==> src/rtl/hl_weight_loader.sv <==
// Streams 65 signed weights (50 hidden + 15 output) into the shared weight RAM, one
// registered write per accepted word. Optional checksum stage: define HL_WEIGHT_CHECKSUM_EN.
module hl_weight_loader #(
  parameter int unsigned DATA_W   = 10,
  parameter int unsigned ADDR_W   = 7,
  parameter int unsigned N_HIDDEN = 50,
  parameter int unsigned N_OUTPUT = 15
) (
  input  logic              Clock,
  input  logic              Rst,
  input  logic              start,
  input  logic              abort,
  input  logic              s_valid,
  input  logic [DATA_W-1:0] s_data,
  output logic              s_ready,
  output logic              WE,
  output logic [ADDR_W-1:0] address,
  output logic [DATA_W-1:0] wdata,
  output logic              layer_sel,
  output logic [ADDR_W:0]   count,
  output logic              busy,
  output logic              done,
  output logic              chk_err
);

  localparam int unsigned CNT_W = ADDR_W + 1;
  localparam int unsigned SUM_W = 16;
  localparam logic [CNT_W-1:0] LAST_IDX = CNT_W'(N_HIDDEN + N_OUTPUT - 1);
  localparam logic [CNT_W-1:0] HID_LIM  = CNT_W'(N_HIDDEN);

  typedef enum logic [1:0] {
    IDLE  = 2'd0,
    LOAD  = 2'd1,
    DONE  = 2'd2,
    CHECK = 2'd3
  } state_t;

  state_t            state, state_d;
  logic              accept;
  logic              s_ready_d, we_d, layer_sel_d, busy_d, done_d;
  logic [ADDR_W-1:0] address_d;
  logic [DATA_W-1:0] wdata_d;
  logic [CNT_W-1:0]  count_d;

`ifdef HL_WEIGHT_CHECKSUM_EN
  logic [SUM_W-1:0] sum, sum_d;
  logic             chk_err_d;
  logic [SUM_W-1:0] data_sext, data_zext;

  assign data_sext = {{(SUM_W-DATA_W){s_data[DATA_W-1]}}, s_data};
  assign data_zext = {{(SUM_W-DATA_W){1'b0}}, s_data};
`endif

  assign accept = s_valid && s_ready;

  // State and all registered outputs; the pending write is dropped by Rst.
  always_ff @(posedge Clock) begin
    if (Rst) begin
      state     <= IDLE;
      s_ready   <= 1'b0;
      WE        <= 1'b0;
      address   <= '0;
      wdata     <= '0;
      layer_sel <= 1'b0;
      count     <= '0;
      busy      <= 1'b0;
      done      <= 1'b0;
    end else begin
      state     <= state_d;
      s_ready   <= s_ready_d;
      WE        <= we_d;
      address   <= address_d;
      wdata     <= wdata_d;
      layer_sel <= layer_sel_d;
      count     <= count_d;
      busy      <= busy_d;
      done      <= done_d;
    end
  end

`ifdef HL_WEIGHT_CHECKSUM_EN
  always_ff @(posedge Clock) begin
    if (Rst) begin
      sum     <= '0;
      chk_err <= 1'b0;
    end else begin
      sum     <= sum_d;
      chk_err <= chk_err_d;
    end
  end
`else
  assign chk_err = 1'b0;
`endif

  // Next-state and next-output logic; abort always has priority over start.
  always_comb begin
    state_d     = state;
    we_d        = 1'b0;
    address_d   = address;
    wdata_d     = wdata;
    layer_sel_d = layer_sel;
    count_d     = count;
`ifdef HL_WEIGHT_CHECKSUM_EN
    sum_d       = sum;
    chk_err_d   = chk_err;
`endif

    // count doubles as the write index: both advance together on every accept.
    if (accept && state == LOAD) begin
      we_d        = 1'b1;
      address_d   = ADDR_W'(count);
      wdata_d     = s_data;
      layer_sel_d = (count >= HID_LIM);
      count_d     = count + CNT_W'(1);
`ifdef HL_WEIGHT_CHECKSUM_EN
      sum_d       = sum + data_sext;
`endif
    end

    case (state)
      IDLE: begin
        if (start && !abort) begin
          state_d = LOAD;
          count_d = '0;
`ifdef HL_WEIGHT_CHECKSUM_EN
          sum_d     = '0;
          chk_err_d = 1'b0;
`endif
        end
      end
      LOAD: begin
        if (abort) begin
          state_d = IDLE;
        end else if (accept && count == LAST_IDX) begin
`ifdef HL_WEIGHT_CHECKSUM_EN
          state_d = CHECK;
`else
          state_d = DONE;
`endif
        end
      end
`ifdef HL_WEIGHT_CHECKSUM_EN
      CHECK: begin
        if (abort) begin
          state_d = IDLE;
        end else if (accept) begin
          chk_err_d = (data_zext != sum);
          state_d   = DONE;
        end
      end
`endif
      DONE: begin
        if (abort) begin
          state_d = IDLE;
        end else if (start) begin
          state_d = LOAD;
          count_d = '0;
`ifdef HL_WEIGHT_CHECKSUM_EN
          sum_d     = '0;
          chk_err_d = 1'b0;
`endif
        end
      end
      default: state_d = IDLE;
    endcase

    s_ready_d = (state_d == LOAD) || (state_d == CHECK);
    busy_d    = (state_d == LOAD) || (state_d == CHECK);
    done_d    = (state_d == DONE);
  end

endmodule
==> config.mk <==
export PLATFORM = sky130hd
export DESIGN_NAME = hl_weight_loader
export DESIGN_NICKNAME = d
export VERILOG_FILES = /design/src/rtl/hl_weight_loader.sv
export SDC_FILE = /design/constraint.sdc
export NUM_CORES = 1
export LEC_CHECK = 0
export ABC_CLOCK_PERIOD_IN_PS = 2640
export CORE_ASPECT_RATIO = 1.1
export CORE_UTILIZATION = 46
export CTS_CLUSTER_DIAMETER = 100
export CTS_CLUSTER_SIZE = 30
export DETAILED_ROUTE_END_ITERATION = 8
export PLACE_DENSITY = 0.87
export RECOVER_POWER = 25
export SYNTH_ARGS = -nofsm -noshare
export SYNTH_HDL_FRONTEND = slang
export SYNTH_SLANG_ARGS = --single-unit
==> constraint.sdc <==
create_clock -name Clock -period 2.64 [get_ports Clock]
set_input_delay 0.264 -clock Clock [delete_from_list [all_inputs] [get_ports Clock]]
set_output_delay 0.264 -clock Clock [all_outputs]
set_load 0.01 [all_outputs]
Word level (Yosys, flattened, before mapping)

Cells that the tools add are included.

Word-level logic and storage cells: 35
Bits in registers: 31
Bits of input ports: 15
Output and inout bits: 31

Equal/unequal tests: 6
$add $sub $neg: 1
Mux-type cells: 12
$lt $le $gt $ge: 1
Reductions and logical operators: 7

Operators with widths:

| cell                                                 | count |
|---|---|
| two-way mux 8 bit                                    | 4 |
| one-hot mux 8 bit (2 select lines)                   | 1 |
| two-way mux 2 bit                                    | 5 |
| adder 8 x 1 -> 8 bit (second input constant)         | 1 |
| equality test 8 x 7 -> 1 bit (second input constant) | 1 |
| >= comparator 8 x 6 -> 1 bit (second input constant) | 1 |
| equality test 2 bit (second input constant)          | 3 |
| one-hot mux 2 bit (3 select lines)                   | 1 |
| equality test 2 x 1 -> 1 bit (second input constant) | 2 |
| logical AND 1 bit                                    | 4 |
| logical NOT 2 bit                                    | 1 |
| logical NOT 1 bit                                    | 1 |
| logical OR 1 bit                                     | 1 |
| two-way mux 1 bit                                    | 1 |

Longest topological paths before layout

Gate-level depths: netlist of the first run.

Word-level depth: 7
Depth in mapped cells: 5
Mapped depth without buffers: 5

Least setup slack after synthesis of the first run

No wires, ideal clock.

Kind: reg-to-reg
Start: register count[3]
End: register done
Path slack: 0.973 ns
Data arrival time: 1.581 ns
Required time: 2.554 ns
Clock period less this slack: 1.667 ns
Path buffers: 0
Stages on the path, launching flop included: 4
Cells stage by stage: dfxtp_1 > or4_4 > or4_4 > a211oi_1

Cells in the longest elaborated chain, start to end: 6

Ends and longest elaborated chain:

| what                               | line | source |
|---|---|---|
| start, declared                    | 20   | `output logic [ADDR_W:0] count,` |
| start signal, assigned             | 75   | `count <= count_d;` |
| equality test 8 x 7 -> 1 bit       | 134  | `end else if (accept && count == LAST_IDX) begin` |
| logical AND 1 bit                  | 134  |  |
| two-way mux 2 bit                  | 134  |  |
| two-way mux 2 bit                  | 132  | `if (abort) begin` |
| one-hot mux 2 bit (3 select lines) | 120  | `case (state)` |
| equality test 2 bit                | 169  | `done_d = (state_d == DONE);` |
| end signal, assigned               | 77   | `done <= done_d;` |
| end, declared                      | 22   | `output logic done,` |

Every way passes these cells.
A chain may end at the register's enable or synchronous reset.

Final worst setup path of the first run

Start: register count[0]
End: register layer_sel

Cells in the longest elaborated chain, start to end: 1

Ends and longest elaborated chain:

| what                         | line | source |
|---|---|---|
| >= comparator 8 x 6 -> 1 bit | 113  | `layer_sel_d = (count >= HID_LIM);` |
| end signal, assigned         | 74   | `layer_sel <= layer_sel_d;` |
| end, declared                | 19   | `output logic layer_sel,` |

Every way passes these cells.

==> results of run 1 <==
-- worst reg2reg max path, stage by stage (launching register included) --
cell and delay [ns]:
dfxtp_1 0.49, inv_1 0.13, ha_1 0.21, or4_1 0.41, a311oi_1 0.34, a211oi_1 0.12
-- layout make-up --
cell class | count | area, um2
clock buffer | 7 | 55.05
tap | 31 | 38.79
inverter | 4 | 15.01
multi-input combinational | 103 | 551.8
clock inverter | 1 | 5.005
fill | 226 | 778.2
sequential | 30 | 600.6
timing repair buffer | 46 | 451.7
-- layer usage --
metal	vias to the layer above	GRT usage [%]	share of wire, %
met5	-	0	0
met4	0	7.143	1.1
met3	4	4.918	4.7
met2	48	37.22	52
met1	565	29.04	43
li1	589	-	-
-- through the flow --
step | power, uW | std cells | cell area (um2)
after floorplan | 498.2 | 146 | 1212
after global placement | 535.5 | 214 | 1665
after detailed placement | 536.9 | 214 | 1665
after CTS | 812.6 | 222 | 1725
after global routing | 841.7 | 222 | 1718
final | 802.6 | 222 | 1718
-- state kept, by name, indices dropped and copies added (netlist names) --
signal     cells
busy           1
address        7
WE             1
count          8
wdata         10
layer_sel      1
state          1
done           1
-- how the worst min path moves through the flow --
stage                           to  slack (ns)  cells after the start
after floorplan               done        0.34                      1
after global placement    wdata[7]        0.44                      2
after detailed placement  wdata[4]        0.45                      2
after CTS                 wdata[4]        0.46                      2
after global routing      wdata[4]        0.48                      2
final                     wdata[4]        0.45                      2
-- cells in the mapped netlist, drive strengths merged, types with 2 or more instances --
library cell | number | share of area [%]
o31ai | 5 | 3.1
or3 | 2 | 1.1
ha | 3 | 3.1
a21oi | 25 | 10
nand3 | 3 | 1.2
inv | 4 | 1.2
nand3b | 2 | 1.2
clkbuf | 7 | 2.2
a211oi | 4 | 2.5
or4 | 7 | 5.0
buf | 2 | 1.2
o21ai | 2 | 0.83
dfxtp | 30 | 50
nor2 | 3 | 0.93
nand2 | 40 | 12
-- cells by family after synthesis --
group / Yosys count
and+or+nand+nor: 61
AOI/OAI and AO/OA: 38
DFF: 30
buffers and inverters: 13
adders and majority gates: 3
other: 1
-- report_power, final --
group,leakage [uW],total (uW),switching (uW),internal [uW]
combinational,0.000331,62.9,28.5,34.4
clock,0.0000353,277,148,129
sequential,0.000242,462,4.58,458
total,0.000609,803,181,621
==> impl_results.md, run 1 <==
* FF-to-FF path depth at 5
* CTS tree: done
* Worst path cell trace: inv_1, ha_1, or4_1, a311oi_1, a211oi_1
* Initial antenna violation count at 0
* Fmax at 0.5436 GHz
* Ports at 46
* Critical path's top delay family: flip-flops
* Hold Path Class: reg -> reg
* Root Buffer: clkbuf_4
* Die Ht at 55.85 um
* Share of cells above drive strength 1 at 5.236%
* Asr flop ratio synth at 0%
* Worst Path Required at 2.81 ns
* Reg-to-reg slack, setup at 0.80 ns
* Layout area overhead at 41.69%
* Gate Count Post-Synth at 146
* Leak at 0.0006086 uW
* # clock sinks at 30
* Setup WS pre-CTS at 0.6518 ns
* Crit share post-route at 69.68%
* Drt wl/cell at 13.04 um
* Main synth FF type: dfxtp_1
* RSZ-0062 raised after global routing: no
* Least-Margin Pin Slew at 0.7100 ns
* Pwr Density at 467.2 nW/um2
* Post-Syn Area at 1212 um2
* Worst-case clock buffer depth at 2
* Setup TNS at 0 ns
* Final hold viol count at 0
* Placeable Area at 2496 um2
* Run status: finished clean
* Global-route wire length before repair at 4892 um
* Num CTS Buffers at 5
* Vias in the first global route at 1093
* CP max stage cell: dfxtp_1
* Placer congestion estimate at 0.7747
* Worst flop-to-flop path endpoint: layer_sel
* Commonest non-fill, non-tap cell in the layout: nand2_1
* Hold Buf Count CTS at 0
* Remaining DRCs at 0
* Die outline width at 50.95 um
* Startpoint type of the worst setup path: register
* CP Launch Point: count[0]
* Worst Hold Launch: wdata[4]
* Max-slew violations at 0
* Mux cell area share after synthesis at 0%
* Largest family of logic cells by synthesized area: simple AND/OR/NAND/NOR gates
* Starting Density at 48.57%
* Yosys reg bits at 30
* Post-synthesis net count at 164
* Antenna diodes at 0
* Final core occ at 68.82%
* Endpoint type of the worst setup path: register
* Final WL at 2895 um
* Fin crit period at 1.840 ns
* Worst-Skew Late Latency at 0.31 ns
* Worst-path fanout max at 8
* Post-Synth XOR/XNOR Area at 0%
* DPL Wire Length at 2000 um
* ANT nets after route at 0
* MaxCap Viol Count at 0
* Most frequent cells in the layout: 40 x nand2_1, 32 x clkdlybuf4s50_1, 30 x dfxtp_1
* Gr ovfl total at 0
* Adder-Cell Fraction of Synth Area at 3.096%
* CP max stage delay at 0.49 ns
* CTS HTree Levels at 2
* Die ar. at 2845 um2
* Worst Skew at 0.005976 ns
* Worst hold slack at 0.4538 ns
* Reg-to-Reg Start: count[0]
* Setup-failing EPs final at 0
* Post-synth EDFFs at 0
* CTS clk-pin slew, worst paths at 0.09 ns
* Synth unique cells at 24
* Fin worst setup slack at 0.8005 ns
* Nets@finish at 208
* Buffer count from post-CTS setup fixing at 0
* Worst VDD drop at 0.3469 mV
* CP bufs+invs at 1
* Vias at 1206
* All-Layer GR Usage at 22.62%
* Largest net degree at the start of global routing at 24
* Worst Setup Path Type: reg -> reg
* Yosys warning count at 0
* Synth Area in Compound Gates at 18.06%
* Vias/cell at 5.432
* Critical path depth at 5
* Syn avg cell area at 8.304 um2
* Sequential share of the synthesized area at 49.54%
* Worst EP arrival at 2.01 ns
* Critical path endpoint: layer_sel
* Post-Synth Simple-Gate Area at 24.36%
* Drt pass-1 iters at 4
* Num rows at 19
* CTS resizes at 0
* Number of DRC markers after the initial detailed-route iteration at 24
* IO buf count at 44
* Worst relative slew slack at 52.66%
No activity file was read; power rests on OpenSTA's default activity.
==> inputs of run 2 (changes only) <==
--- a/config.mk
+++ b/config.mk
@@ -5,13 +5,13 @@
 export SDC_FILE = /design/constraint.sdc
 export NUM_CORES = 1
 export LEC_CHECK = 0
-export ABC_CLOCK_PERIOD_IN_PS = 2640
+export ABC_CLOCK_PERIOD_IN_PS = 1690
 export CORE_ASPECT_RATIO = 1.1
-export CORE_UTILIZATION = 46
+export CORE_UTILIZATION = 38
 export CTS_CLUSTER_DIAMETER = 100
 export CTS_CLUSTER_SIZE = 30
 export DETAILED_ROUTE_END_ITERATION = 8
-export PLACE_DENSITY = 0.87
+export PLACE_DENSITY = 0.77
 export RECOVER_POWER = 25
 export SYNTH_ARGS = -nofsm -noshare
 export SYNTH_HDL_FRONTEND = slang
==> constraint.sdc (replaced) <==
create_clock -name Clock -period 1.69 [get_ports Clock]
set_input_delay 0.169 -clock Clock [delete_from_list [all_inputs] [get_ports Clock]]
set_output_delay 0.169 -clock Clock [all_outputs]
set_load 0.01 [all_outputs]
==> impl_results.md, run 2 (synthesized netlist as in run 1, its figures left out) <==
* Layout area overhead at 48.92%
* Placer congestion estimate at 0.8187 (+5.7%)
* Fin crit period at 1.662 ns (-0.1775 ns)
* Vias at 1229 (+1.9%)
* Setup WS pre-CTS at -0.02181 ns (-0.6736 ns)
* Crit share post-route at 98.35% (+29 points)
* Vias in the first global route at 1150 (+5.2%)
* IO buf count at 44 (unchanged)
* Worst-case clock buffer depth at 2 (unchanged)
* Overall Power at 1227 uW (+53%)
* ANT nets after route at 0 (unchanged)
* Worst-path fanout max at 2 (-6)
* Initial antenna violation count at 0 (unchanged)
* Drt pass-1 iters at 4 (unchanged)
* Register name with the most flops: wdata
* Placed Area at 1744 um2 (+4.7%)
* WHS Endpoint: wdata[2]
* Least-Margin Pin Slew at 0.5450 ns (-0.1650 ns)
* Max reg flops at 10 (unchanged)
* Worst relative slew slack at 63.66% (+11 points)
* DPL Wire Length at 2319 um (+16%)
* Vias/cell at 5.252 (-3.3%)
* Die Ht at 61.24 um (+9.7%)
* Worst-Skew Late Latency at 0.33 ns (+0.02 ns)
* Starting Density at 39.78% (-8.8 points)
* Max-slew violations at 0 (unchanged)
* Nets@finish at 218 (+4.8%)
* Finished Cell Area at 1805 um2 (+5.1%)
* Die outline width at 55.86 um (+9.6%)
* Placeable Area at 3048 um2 (+22%)
* MaxCap Viol Count at 0 (unchanged)
* CTS HTree Levels at 2 (unchanged)
* Worst hold slack at 0.3836 ns (-0.07021 ns)
* FF-to-FF path depth at 3 (-2)
* Fmax at 0.6017 GHz (+11%)
* Num rows at 21 (+2)
* Num CTS Buffers at 5 (unchanged)
* Ports at 46 (unchanged)
* CTS clk-pin slew, worst paths at 0.09 ns (about the same)
* Worst Setup Path Type: reg -> reg
* Run status: finished clean
* Antenna diodes at 0 (unchanged)
* Gr ovfl total at 0 (unchanged)
* Largest regs: wdata x10, count x8, address x7
* Worst VDD drop at 0.6242 mV (+80%)
* Hold Path Class: in -> reg
* Final hold viol count at 0 (unchanged)
* Leak at 0.0006142 uW (+0.92%)
* Largest net degree at the start of global routing at 23 (-4.2%)
* Worst Hold Launch: s_data[2]
* Remaining DRCs at 0 (unchanged)
* Drt wl/cell at 13.60 um (+4.3%)
* CTS tree: done
* Most frequent cells in the layout: 44 x clkdlybuf4s50_1, 40 x nand2_1, 29 x dfxtp_1
* All-Layer GR Usage at 19.44% (-3.2 points)
* Hold Buf Count CTS at 0 (unchanged)
* Fin worst setup slack at 0.02796 ns (-0.7725 ns)
* Pwr Density at 679.8 nW/um2 (+46%)
* Commonest non-fill, non-tap cell in the layout: clkdlybuf4s50_1
* Die ar. at 3421 um2 (+20%)
* Worst Skew at 0.005609 ns (-0.0003667 ns)
* Worst EP arrival at 1.92 ns (-0.09 ns)
* Global-route wire length before repair at 5106 um (+4.4%)
* Startpoint type of the worst setup path: register
* Setup-failing EPs final at 0 (unchanged)
* Final core occ at 59.24% (-9.6 points)
* Number of DRC markers after the initial detailed-route iteration at 55 (+130%)
* Hold Path Cell Cnt at 3 (+1)
* Endpoint type of the worst setup path: register
* Share of cells above drive strength 1 at 12.50% (+7.3 points)
* Worst flop-to-flop path endpoint: done
* Worst Path Required at 1.94 ns (-0.87 ns)
* Root Buffer: clkbuf_4
* Reg-to-reg slack, setup at 0.03 ns (-0.77 ns)
* RSZ-0062 raised after global routing: yes
* # clock sinks at 30 (unchanged)
* Final WL at 3183 um (+9.9%)
* Reg-to-Reg Start: count[2]
## run 2: cell count changes in the layout (fill, tap and decap cells not counted), sizes merged
| cell | before | now |
|---|---|---|
| clkdlybuf4s50 | 32 | 44 |
| dlygate4sd3 | 12 | 0 |
| buf | 1 | 11 |
| clkbuf | 8 | 6 |
| clkinv | 1 | 2 |
## run 2: layout make-up
type                            instances  area (um2)
Clock inverter                          2       10.01
Clock buffer                            5       37.54
Fill cell                             270        1242
Multi-Input combinational cell        103       571.8
Inverter                                4       15.01
Timing Repair Buffer                   56       526.8
Sequential cell                        30       601.8
Tap cell                               34       42.54
## run 2: layer usage
metal	vias up	track usage, %	share of wire [%]
met1	563	22.54	40
met4	0	7.317	1.2
met5	-	0	0
met3	6	6.513	7.9
li1	610	-	-
met2	50	34.25	51
## run 2: how the worst max path moves through the flow
| stage | end | depth (start not counted) | start | slack [ns] |
|---|---|---|---|---|
| finish | done | 3 | count[2] | 0.03 |
| floorplan | done | 3 | count[3] | 0.02 |
| global placement | count[7] | 5 | s_valid | 0.02 |
| global route | done | 3 | count[2] | -0.003 |
| CTS | done | 3 | count[2] | 0.02 |
| detailed placement | count[7] | 5 | s_valid | -0.02 |
## run 2: stage by stage
stage | TNS [ns] | instances
2_1_floorplan | 0 | 146
3_3_place_gp | 0 | 227
3_5_place_dp | -0.03241 | 227
4_1_cts | 0 | 234
5_1_grt | -0.002991 | 234
6_report | 0 | 234
## run 2: power breakdown
group          total (uW)  leakage, uW  internal, uW  switching [uW]
logic                 110     0.000341          61.0            49.3
registers             721     0.000243           715            6.04
clock network         396    0.0000308           149             247
total                1230     0.000614           925             302
## run 2: worst max-delay path: stages, from the launching register on
cell	delay (ns)
dfxtp_2	0.33
or4_4	0.53
or4_4	0.51
a211oi_2	0.21
## run 2: what timing repair did
item / in CTS / in global routing
cloned: 0 / 0
buffers inserted: 0 / 0
pin swaps: 0 / 1
setup endpoints to repair: 1 / 3
gates resized for setup: 1 / 3
